### config.mk
export PLATFORM = sky130hd
export DESIGN_NAME = keypad_scanner
export DESIGN_NICKNAME = d
export VERILOG_FILES = /design/src/rtl/keypad_scanner_pkg.sv /design/src/rtl/keypad_scanner_debounce.sv /design/src/rtl/keypad_scanner.sv
export SDC_FILE = /design/constraint.sdc
export NUM_CORES = 1
export LEC_CHECK = 0
export CAP_MARGIN = 10
export CORE_UTILIZATION = 33
export DETAILED_ROUTE_END_ITERATION = 10
export DONT_BUFFER_PORTS = 1
export GPL_ROUTABILITY_DRIVEN = 0
export PLACE_DENSITY = 0.56
export SLEW_MARGIN = 10
export SYNTH_ARGS = -nofsm -noshare
export SYNTH_HDL_FRONTEND = slang
export SYNTH_HIERARCHICAL = 1
export SYNTH_SLANG_ARGS = --single-unit
### constraint.sdc
create_clock -name clk -period 10.65 [get_ports clk]
set_clock_uncertainty 0.1 [all_clocks]
set_input_delay 2.13 -clock clk [delete_from_list [all_inputs] [get_ports clk]]
set_output_delay 2.13 -clock clk [all_outputs]
set_load 0.02 [all_outputs]
### src/rtl/keypad_scanner_pkg.sv
// rtl/keypad_scanner_pkg.sv - shared key codes, matrix geometry and debounce states for the keypad scanner
//
// Key index = row*3 + col. Indexes 0..8 are digits 1..9, 9 is '*', 10 is digit 0, 11 is '#'.
// KEY_NONE marks "no single key pressed" (idle or multi-key).

package keypad_scanner_pkg;

    localparam int NUM_COLS = 3;
    localparam int NUM_ROWS = 4;
    localparam int NUM_KEYS = NUM_COLS * NUM_ROWS;

    localparam logic [3:0] KEY_NONE = 4'hF;
    localparam logic [3:0] KEY_STAR = 4'd9;
    localparam logic [3:0] KEY_ZERO = 4'd10;
    localparam logic [3:0] KEY_HASH = 4'd11;

    typedef enum logic [1:0] {
        DB_RELEASED        = 2'd0,
        DB_CONFIRM_PRESS   = 2'd1,
        DB_PRESSED         = 2'd2,
        DB_CONFIRM_RELEASE = 2'd3
    } db_state_t;

    // Key index to decimal digit; KEY_NONE for '*', '#' and no key.
    function automatic logic [3:0] key_to_digit(input logic [3:0] code);
        logic [3:0] digit;
        if (code <= 4'd8) begin
            digit = code + 4'd1;
        end else if (code == KEY_ZERO) begin
            digit = 4'd0;
        end else begin
            digit = KEY_NONE;
        end
        return digit;
    endfunction

    // Exactly one pressed key gives its index; none or several give KEY_NONE,
    // so a multi-key chord looks like a release to the debouncer.
    function automatic logic [3:0] snapshot_to_code(input logic [NUM_KEYS-1:0] snap);
        logic [3:0] code;
        logic [3:0] hits;
        code = KEY_NONE;
        hits = 4'd0;
        for (int i = 0; i < NUM_KEYS; i++) begin
            if (snap[i]) begin
                hits = hits + 4'd1;
                code = 4'(i);
            end
        end
        return (hits == 4'd1) ? code : KEY_NONE;
    endfunction

endpackage

### src/rtl/keypad_scanner_debounce.sv
// rtl/keypad_scanner_debounce.sv - per-scan press/release debouncer for the keypad scanner
//
// Ports:
//   clk, resetn   system clock, asynchronous active-low reset
//   scan_done     one-cycle strobe on the column-2 sample (a full scan is complete)
//   scan_code     decoded key code of the completed scan (KEY_NONE if none/multiple)
//   stable_code   debounced key code, KEY_NONE while released
//   key_valid     one-cycle pulse when a new press is accepted (aligned with stable_code change)

module keypad_debounce
    import keypad_scanner_pkg::*;
#(
    parameter int DEBOUNCE_SCANS = 3
) (
    input  logic       clk,
    input  logic       resetn,
    input  logic       scan_done,
    input  logic [3:0] scan_code,
    output logic [3:0] stable_code,
    output logic       key_valid
);

    localparam int CW = (DEBOUNCE_SCANS < 2) ? 1 : $clog2(DEBOUNCE_SCANS + 1);
    localparam logic [CW-1:0] CNT_ONE    = CW'(1);
    localparam logic [CW-1:0] CNT_TARGET = CW'(DEBOUNCE_SCANS);
    // A single agreeing scan is enough: skip both confirm states.
    localparam bit FAST = (DEBOUNCE_SCANS == 1);

    db_state_t       state, state_nxt;
    logic [CW-1:0]   cnt, cnt_nxt;
    logic [3:0]      cand, cand_nxt;
    logic [3:0]      stable_nxt;
    logic            valid_nxt;
    logic            cnt_done;

    // cnt never exceeds DEBOUNCE_SCANS-1 here, so the sum cannot wrap.
    assign cnt_done = ((cnt + CNT_ONE) == CNT_TARGET);

    always_ff @(posedge clk or negedge resetn) begin
        if (!resetn) begin
            state       <= DB_RELEASED;
            cnt         <= '0;
            cand        <= KEY_NONE;
            stable_code <= KEY_NONE;
            key_valid   <= 1'b0;
        end else begin
            state       <= state_nxt;
            cnt         <= cnt_nxt;
            cand        <= cand_nxt;
            stable_code <= stable_nxt;
            key_valid   <= valid_nxt;
        end
    end

    always_comb begin
        state_nxt  = state;
        cnt_nxt    = cnt;
        cand_nxt   = cand;
        stable_nxt = stable_code;
        valid_nxt  = 1'b0;
        if (scan_done) begin
            case (state)
                DB_RELEASED: begin
                    if (scan_code != KEY_NONE) begin
                        if (FAST) begin
                            state_nxt  = DB_PRESSED;
                            stable_nxt = scan_code;
                            valid_nxt  = 1'b1;
                            cnt_nxt    = '0;
                        end else begin
                            state_nxt = DB_CONFIRM_PRESS;
                            cand_nxt  = scan_code;
                            cnt_nxt   = CNT_ONE;
                        end
                    end
                end
                DB_CONFIRM_PRESS: begin
                    if (scan_code == cand) begin
                        if (cnt_done) begin
                            state_nxt  = DB_PRESSED;
                            stable_nxt = cand;
                            valid_nxt  = 1'b1;
                            cnt_nxt    = '0;
                        end else begin
                            cnt_nxt = cnt + CNT_ONE;
                        end
                    end else if (scan_code == KEY_NONE) begin
                        state_nxt = DB_RELEASED;
                        cand_nxt  = KEY_NONE;
                        cnt_nxt   = '0;
                    end else begin
                        // A different key restarts confirmation on that key.
                        cand_nxt = scan_code;
                        cnt_nxt  = CNT_ONE;
                    end
                end
                DB_PRESSED: begin
                    if (scan_code != stable_code) begin
                        if (FAST) begin
                            state_nxt  = DB_RELEASED;
                            stable_nxt = KEY_NONE;
                            cnt_nxt    = '0;
                        end else begin
                            state_nxt = DB_CONFIRM_RELEASE;
                            cnt_nxt   = CNT_ONE;
                        end
                    end
                end
                DB_CONFIRM_RELEASE: begin
                    if (scan_code == stable_code) begin
                        state_nxt = DB_PRESSED;
                        cnt_nxt   = '0;
                    end else if (cnt_done) begin
                        state_nxt  = DB_RELEASED;
                        stable_nxt = KEY_NONE;
                        cand_nxt   = KEY_NONE;
                        cnt_nxt    = '0;
                    end else begin
                        cnt_nxt = cnt + CNT_ONE;
                    end
                end
                default: begin
                    state_nxt = DB_RELEASED;
                end
            endcase
        end
    end

endmodule

### src/rtl/keypad_scanner.sv
// rtl/keypad_scanner.sv - 4x3 matrix keypad scanner with debounce and one-hot digit / command outputs
//
// Optional feature macro: KEYPAD_SYNC_EN (2-flop synchronizer on row_n before sampling).
//
// Ports:
//   clk        system clock, rising edge
//   resetn     asynchronous active-low reset
//   row_n[3:0] matrix rows, active-low, pulled up
//   col_n[2:0] column drive, active-low, exactly one bit low
//   keypad[9:0] one-hot debounced digit bus
//   startn     low while '#' held (debounced)
//   stopn      low while '*' held (debounced)
//   key_valid  one-cycle pulse on a newly accepted press

module keypad_scanner
    import keypad_scanner_pkg::*;
#(
    parameter int SCAN_DIV       = 4,
    parameter int DEBOUNCE_SCANS = 3
) (
    input  logic       clk,
    input  logic       resetn,
    input  logic [3:0] row_n,
    output logic [2:0] col_n,
    output logic [9:0] keypad,
    output logic       startn,
    output logic       stopn,
    output logic       key_valid
);

    localparam int SW = $clog2(SCAN_DIV);
    localparam logic [SW-1:0] SLOT_LAST = SW'(SCAN_DIV - 1);

    logic [SW-1:0]         slot_cnt;
    logic [1:0]            col_idx;
    logic                  slot_last;
    logic                  scan_done;
    logic [3:0]            row_s;
    logic [NUM_KEYS-1:0]   snap_q;
    logic [NUM_KEYS-1:0]   snap_now;
    logic [3:0]            scan_code;
    logic [3:0]            stable_code;
    logic                  db_valid;
    logic [3:0]            digit;
    logic [9:0]            keypad_d;

`ifdef KEYPAD_SYNC_EN
    logic [3:0] row_meta;
    logic [3:0] row_sync;

    always_ff @(posedge clk or negedge resetn) begin
        if (!resetn) begin
            row_meta <= 4'hF;
            row_sync <= 4'hF;
        end else begin
            row_meta <= row_n;
            row_sync <= row_meta;
        end
    end

    assign row_s = row_sync;
`else
    assign row_s = row_n;
`endif

    // Sampling on the last cycle of a slot gives the column drive (and the
    // optional synchronizer) time to settle before rows are trusted.
    assign slot_last = (slot_cnt == SLOT_LAST);
    assign scan_done = slot_last && (col_idx == 2'd2);

    // Snapshot including the rows being sampled this cycle, so the column-2
    // sample can be decoded and debounced on the same edge it is taken.
    always_comb begin
        snap_now = snap_q;
        for (int c = 0; c < NUM_COLS; c++) begin
            if (col_idx == 2'(c)) begin
                for (int r = 0; r < NUM_ROWS; r++) begin
                    snap_now[r*NUM_COLS + c] = ~row_s[r];
                end
            end
        end
    end

    assign scan_code = snapshot_to_code(snap_now);

    always_ff @(posedge clk or negedge resetn) begin
        if (!resetn) begin
            slot_cnt <= '0;
            col_idx  <= 2'd0;
            col_n    <= 3'b110;
            snap_q   <= '0;
        end else begin
            if (slot_last) begin
                slot_cnt <= '0;
                snap_q   <= snap_now;
                col_n    <= {col_n[1:0], col_n[2]};
                col_idx  <= (col_idx == 2'd2) ? 2'd0 : col_idx + 2'd1;
            end else begin
                slot_cnt <= slot_cnt + SW'(1);
            end
        end
    end

    keypad_debounce #(
        .DEBOUNCE_SCANS (DEBOUNCE_SCANS)
    ) u_debounce (
        .clk         (clk),
        .resetn      (resetn),
        .scan_done   (scan_done),
        .scan_code   (scan_code),
        .stable_code (stable_code),
        .key_valid   (db_valid)
    );

    assign digit    = key_to_digit(stable_code);
    assign keypad_d = (digit != KEY_NONE) ? (10'd1 << digit) : 10'd0;

    // key_valid is re-registered alongside the decoded outputs so the pulse
    // lands on the first cycle the new key is visible.
    always_ff @(posedge clk or negedge resetn) begin
        if (!resetn) begin
            keypad    <= 10'd0;
            startn    <= 1'b1;
            stopn     <= 1'b1;
            key_valid <= 1'b0;
        end else begin
            keypad    <= keypad_d;
            startn    <= (stable_code != KEY_HASH);
            stopn     <= (stable_code != KEY_STAR);
            key_valid <= db_valid;
        end
    end

endmodule

# After elaboration in Yosys (flattened, before gate mapping)
# Cells that the tools add are included.
# W data, S select, Z words.
[op_classes] n_addsub=15 mul=0 div_mod_pow=0 n_lt_le_gt_ge=1 n_eq_ne=27 shift=1 mux=69 bitwise=4 n_reduce_logical=9
[op_table] cell="$mux W4" count=33
[op_table] cell="$add A4 B1 Y4 const B" count=12
[op_table] cell="$mux W2" count=13
[op_table] cell="$mux W1" count=18
[op_table] cell="$reduce_and A6 Y1" count=3
[op_table] cell="$ne A4 B4 Y1 const B" count=4
[op_table] cell="$pmux W2 S4" count=2
[op_table] cell="$pmux W4 S3" count=1
[op_table] cell="$eq A2 B2 Y1 const B" count=5
[op_table] cell="$mux W10" count=1
[op_table] cell="$ne A2 B1 Y1 const B" count=5
[op_table] cell="$shl A1 B4 Y10 const A" count=1
[op_table] cell="$eq A4 B4 Y1" count=2
[op_table] cell="$eq A4 B4 Y1 const B" count=2
[op_table] cell="$pmux W4 S2" count=1
[op_table] cell="$add A2 B1 Y2 const B" count=3
[op_table] cell="$ne A3 B1 Y1 const B" count=2
[op_table] cell="$eq A2 B1 Y1 const B" count=2
[op_table] cell="$eq A4 B1 Y1 const B" count=1
[op_table] cell="$le A4 B4 Y1 const B" count=1
[op_table] cell="$logic_not A2 Y1" count=2
[op_table] cell="$ne A2 B2 Y1 const B" count=2
[op_table] cell="$ne A4 B4 Y1" count=1
[op_table] cell="$not A1 Y1" count=4
[op_table] cell="5 further kinds" count=5
[totals] reg_bits=45 latch_bits=0 ram_bits=0 rom_bits=0 in_bits=6 out_inout_bits=16 n_memories=0

# Logic depth before layout (Yosys ltp)
[depth] depth_word=31 depth_mapped=48

# By module
# The synthesis kept the hierarchy.
[by_module_without_submodules] mod="keypad_scanner" instances=1 cells_each=306 area_each_um2=2645.0
[by_module_without_submodules] mod="keypad_debounce" instances=1 cells_each=79 area_each_um2=799.5

# Worst setup path before layout
# OpenSTA, ideal clock, no wires.
[synth_timing] path_type="input-to-reg" start="in row_n[0]" end="reg u_debounce.cnt[0]" setup_ns=0.125 arrival_ns=9.444 required_ns=10.425 setup_slack_ns=0.981 cell_stages=43 n_path_buf=0 path_cell_list="o21a_1 > ha_1 > or2_1 > a21oi_1 > or2_2 > ha_1 > o21bai_1 > o31ai_1 > inv_1 > ha_1 > nand2_1 > o21ai_0 > ha_1 > nand2_1 > o221ai_1 > ha_1 > nand2_1 > nand2_1 > (+7 left out) > a21oi_1 > ha_1 > mux2_2 > ha_1 > mux2i_1 > inv_1 > ha_1 > nor2_1 > nand2_1 > a21oi_1 > and4b_4 > nor2_2 > o2111ai_1 > xor2_1 > nor4_4 > a21oi_1 > o21ai_1 > mux2_2"
[synth_via] elab_chain_len=31
[synth_rtl] element="start, declared" line_no="keypad_scanner.sv:23" text="input logic [3:0] row_n,"
[synth_rtl] element="$not A1 Y1 (*)" line_no="keypad_scanner.sv:78" text="snap_now[r*NUM_COLS + c] = ~row_s[r];"
[synth_rtl] element="$mux W1" line_no="keypad_scanner.sv:76" text="if (col_idx == 2'(c)) begin"
[synth_rtl] element="$mux W1" line_no="keypad_scanner_pkg.sv:45" text="if (snap[i]) begin"
[synth_rtl] element="$add A4 B1 Y4" line_no="keypad_scanner_pkg.sv:46" text="hits = hits + 4'd1;"
[synth_rtl] element="$mux W4" line_no="keypad_scanner_pkg.sv:45"
[synth_rtl] element="$add A4 B1 Y4" line_no="keypad_scanner_pkg.sv:46"
[synth_rtl] element="$mux W4" line_no="keypad_scanner_pkg.sv:45"
[synth_rtl] element="$add A4 B1 Y4" line_no="keypad_scanner_pkg.sv:46"
[synth_rtl] element="(+16 left out)"
[synth_rtl] element="$mux W4" line_no="keypad_scanner_pkg.sv:45"
[synth_rtl] element="$eq A4 B1 Y1" line_no="keypad_scanner_pkg.sv:50" text="return (hits == 4'd1) ? code : KEY_NONE;"
[synth_rtl] element="$mux W4 (*)" line_no="keypad_scanner_pkg.sv:50"
[synth_rtl] element="named net scan_code[0]" line_no="keypad_scanner.sv:41" text="logic [3:0] scan_code;"
[synth_rtl] element="$eq A4 B4 Y1" line_no="keypad_scanner_debounce.sv:87" text="end else if (scan_code == KEY_NONE) begin"
[synth_rtl] element="$mux W1" line_no="keypad_scanner_debounce.sv:87"
[synth_rtl] element="$mux W2" line_no="keypad_scanner_debounce.sv:78" text="if (scan_code == cand) begin"
[synth_rtl] element="$pmux W2 S4" line_no="keypad_scanner_debounce.sv:62" text="case (state)"
[synth_rtl] element="end signal, assigned" line_no="keypad_scanner_debounce.sv:48" text="cnt <= cnt_nxt;"
[synth_rtl] element="end, declared" line_no="keypad_scanner_debounce.sv:30" text="logic [CW-1:0] cnt, cnt_nxt;"
# The timed path passes the listed nets; every way through them passes the cells marked *.
# A chain may end at the register's enable or synchronous reset.

# Worst setup path in the final report
[layout_timing] start="in row_n[0]" end="reg u_debounce.cnt[1]"
[layout_via] elab_chain_len=30
[layout_rtl] element="$not A1 Y1 (*)" line_no="keypad_scanner.sv:78"
[layout_rtl] element="$mux W1" line_no="keypad_scanner.sv:76"
[layout_rtl] element="$mux W1" line_no="keypad_scanner_pkg.sv:45"
[layout_rtl] element="$add A4 B1 Y4" line_no="keypad_scanner_pkg.sv:46"
[layout_rtl] element="$mux W4" line_no="keypad_scanner_pkg.sv:45"
[layout_rtl] element="$add A4 B1 Y4" line_no="keypad_scanner_pkg.sv:46"
[layout_rtl] element="$mux W4" line_no="keypad_scanner_pkg.sv:45"
[layout_rtl] element="$add A4 B1 Y4" line_no="keypad_scanner_pkg.sv:46"
[layout_rtl] element="(+15 left out)"
[layout_rtl] element="$add A4 B1 Y4" line_no="keypad_scanner_pkg.sv:46"
[layout_rtl] element="$mux W4" line_no="keypad_scanner_pkg.sv:45"
[layout_rtl] element="$eq A4 B1 Y1" line_no="keypad_scanner_pkg.sv:50"
[layout_rtl] element="$mux W4 (*)" line_no="keypad_scanner_pkg.sv:50"
[layout_rtl] element="named net scan_code[0]" line_no="keypad_scanner.sv:41"
[layout_rtl] element="$eq A4 B4 Y1 (tied with other cells)" line_no="keypad_scanner_debounce.sv:110" text="if (scan_code == stable_code) begin"
[layout_rtl] element="$mux W2 (tied with other cells)" line_no="keypad_scanner_debounce.sv:110"
[layout_rtl] element="$pmux W2 S4 or $reduce_and A3 Y1 (tied branches)"
# Marked as above.

==> reports/metrics.yaml <==
worst_skew_pair.late_latency_ps: 300
drive_gt1_share_pct: 14.1
die-area_mm2: 0.0109
finalNonFillerCells: 515
synth_compound_area_share_pct: 17.4
fp.coreArea_mm2: 0.00995
drc: 0
fin_nets: 404
diodes: 0
syn_nets: 408
area_growth_pct: 7.63
rows: 36
crit_path_frequent_cell: "ha_1"
grt_remaining_overflow: 0
maxCapViolations: 0
cts-htree-levels: 2
clk_pin_slew_worst_paths_ps: 80
hold_viol: 0
min_path_type: "reg2reg"
relSlewSlack_pct: 46.9
via_per_inst: 5.16
cts_sinks: 45
syn_avg_cell_area_um2: 8.95
post-route-min-period_ps: 10030
die_w_um: 104
synth_top_area_cell: "dfrtp_1"
whs_ps: 262
io_buffers: 0
drtIter0Drc: 118
grt_pass1_vias: 2504
die_h_um: 104
drt_pass1_iterations: 4
synth_top_area_share_pct: 24.0
synth_edf_count: 0
antenna_left: 0
yosysWarnings: 6
async_flop_share_pct: 100
drt_wl_total_mm: 7.09
critPathCaptureType: "flip-flop"
finalSetupTns_ps: 0
period_share_pct: 94.2
cts-buffers-inserted: 5
yosys.area_share.simple_pct: 21.5
floorplan.initialDensity_pct: 34.6
synth.area.top_cells: "dfrtp_1 24%, dfstp_2 9.2%, ha_1 6.2%"
worstSetupStartpointType: "primary input"
path_max_fanout: 8
tightest_slew_ps: 791
ys_seq_area_share_pct: 33.1
run_status: "complete, no violations"
via_count: 2655
worstSetupPathType: "in2reg"
antenna_found_initial: 0
ys_ff_latch: 45
critical-path-max-stage-delay_ps: 410
grt_max_degree: 46
cts_buffer_depth: 2
synth_top_family_by_area: "simple AND/OR/NAND/NOR gates"
report.final.setup_viol: 0
synth_area_mm2: 0.00344
grtUsageTotal_pct: 13.4
drv_slew: 0
tritoncts: "built"
synthXorXnorAreaFrac_pct: 12.4
peakVddDrop_mv: 0.0888
clock.fmax_mhz: 99.7
leakagePower_nw: 1.52
wire_per_inst_um: 13.8
muxShareOfSynthArea_pct: 5.01
crit_required_ps: 10790
finish.utilization_pct: 37.2
power.density_mw_per_mm2: 185
cts-root-buf: "clkbuf_8"
synthAdderAreaFrac_pct: 6.18
dp.cells: 506
dp_hpwl_mm: 5.29
grt_first_pass_wirelength_mm: 12.0
cp.arrival_ps: 10170
yosys.cell_types.count: 67
design_power_total_mw: 0.685
cpMaxStageDelayCell: "nor4_4"
synth_ff_type: "dfrtp_1"
postSynthCellCount: 385
ios: 22
==> synth_stat cells, types with 3 or more instances <==
| master | number |
|---|---|
| o22a_1 | 4 |
| mux2i_1 | 8 |
| dfstp_2 | 12 |
| buf_2 | 5 |
| nand3_1 | 15 |
| nor2_1 | 33 |
| and3_1 | 4 |
| nor3b_1 | 3 |
| nand4_1 | 4 |
| nand2b_1 | 7 |
| o21ai_1 | 5 |
| xnor2_1 | 15 |
| nor3_1 | 3 |
| nor4_1 | 7 |
| dfrtp_1 | 33 |
| nor2b_1 | 4 |
| xor2_2 | 3 |
| clkbuf_1 | 6 |
| ha_1 | 17 |
| inv_1 | 22 |
| o21ai_0 | 28 |
| xor2_1 | 13 |
| mux2_2 | 5 |
| a31oi_1 | 3 |
| a21oi_1 | 20 |
| nand2_1 | 50 |
| o21a_1 | 6 |
| or2_1 | 3 |
==> routing by layer <==
metal,share of wire [%],vias to the layer above,GRT usage [%]
met2,45,52,21.3
met3,3.5,6,1.82
li1,-,1333,-
met4,1.3,0,3.98
met1,50,1264,18.8
met5,0,-,0
==> path summary, 6_finish.rpt <==
check                      slack [ps]  depth (start not counted)            startpoint                 to
hold reg to reg                   260                          0  u_debounce/key_valid          key_valid
max in group asynchronous        8850                          0                resetn           col_n[1]
hold / removal                    260                          0  u_debounce/key_valid          key_valid
setup reg to reg                 1230                         45            col_idx[0]  u_debounce/cnt[1]
min in group asynchronous        1410                          0                resetn          keypad[5]
setup / recovery                  620                         43              row_n[0]  u_debounce/cnt[1]
==> cell type report <==
type	instances	area, um^2
Tap cell	133	166
Clock inverter	3	65.1
Multi-Input combinational cell	305	2170
Clock buffer	5	68.8
Fill cell	985	6250
Inverter	22	82.6
Sequential cell	45	1140
Timing Repair Buffer	2	15.0
==> kinds of logic (layout without fill, tap and decap cells) <==
group	Yosys count	after routing
AO/OA/AOI/OAI	89	89
XOR/XNOR	37	37
AND/OR/NAND/NOR	146	146
buffers and inverters	35	32
adder cells (fa/ha/maj)	17	17
multiplexers	16	16
flip-flops	45	45
==> critical path: cells and delay by family <==
kind / cells / cell delay, ps
AO/OA/AOI/OAI: 13 / 2210
XOR/XNOR: 1 / 230
adder cells (fa/ha/maj): 10 / 2810
buffers and inverters: 3 / 240
multiplexers: 3 / 690
AND/OR/NAND/NOR: 13 / 1840
==> where the power goes <==
part / switching (mW) / internal [mW] / total [mW]
logic: 0.180 / 0.141 / 0.321
clock network: 0.0577 / 0.0932 / 0.151
registers: 0.0227 / 0.191 / 0.214
total: 0.260 / 0.425 / 0.685
==> stage by stage <==
stage | instance area [um^2] | setup slack [ps]
2_1_floorplan | 3440 | 981
3_3_place_gp | 3550 | 366
3_5_place_dp | 3550 | 218
4_1_cts | 3680 | 510
5_1_grt | 3710 | -44.3
6_report | 3710 | 620
==> registers in the layout (all words and copies together) (netlist names) <==
register / flops
snap_q: 12
keypad: 10
u_debounce/cand: 4
u_debounce/stable_code: 4
col_n: 3
col_idx: 2
slot_cnt: 2
u_debounce/cnt: 2
u_debounce/state: 2
key_valid: 1
startn: 1
stopn: 1
u_debounce/key_valid: 1
==> cells in the final DEF, fill, tap and decap left out, drive strengths merged, types with 7 or more instances in the layout <==
cell type,count
dfstp,12
dfrtp,33
nand2b,7
xor2,16
nor4,9
inv,22
nor2,34
ha,17
xnor2,18
mux2,7
mux2i,9
nand2,50
a21oi,22
nand3,15
o21ai,34
==> timing repair <==
item / 4_1_cts / 5_1_grt
buffers inserted: 0 / 1
gates resized for setup: 0 / 4
hold buffers: 0 / 0
setup endpoints to repair: 0 / 11
endpoints found under the hold margin: 0 / 0
(Power assumes the default switching activity.)
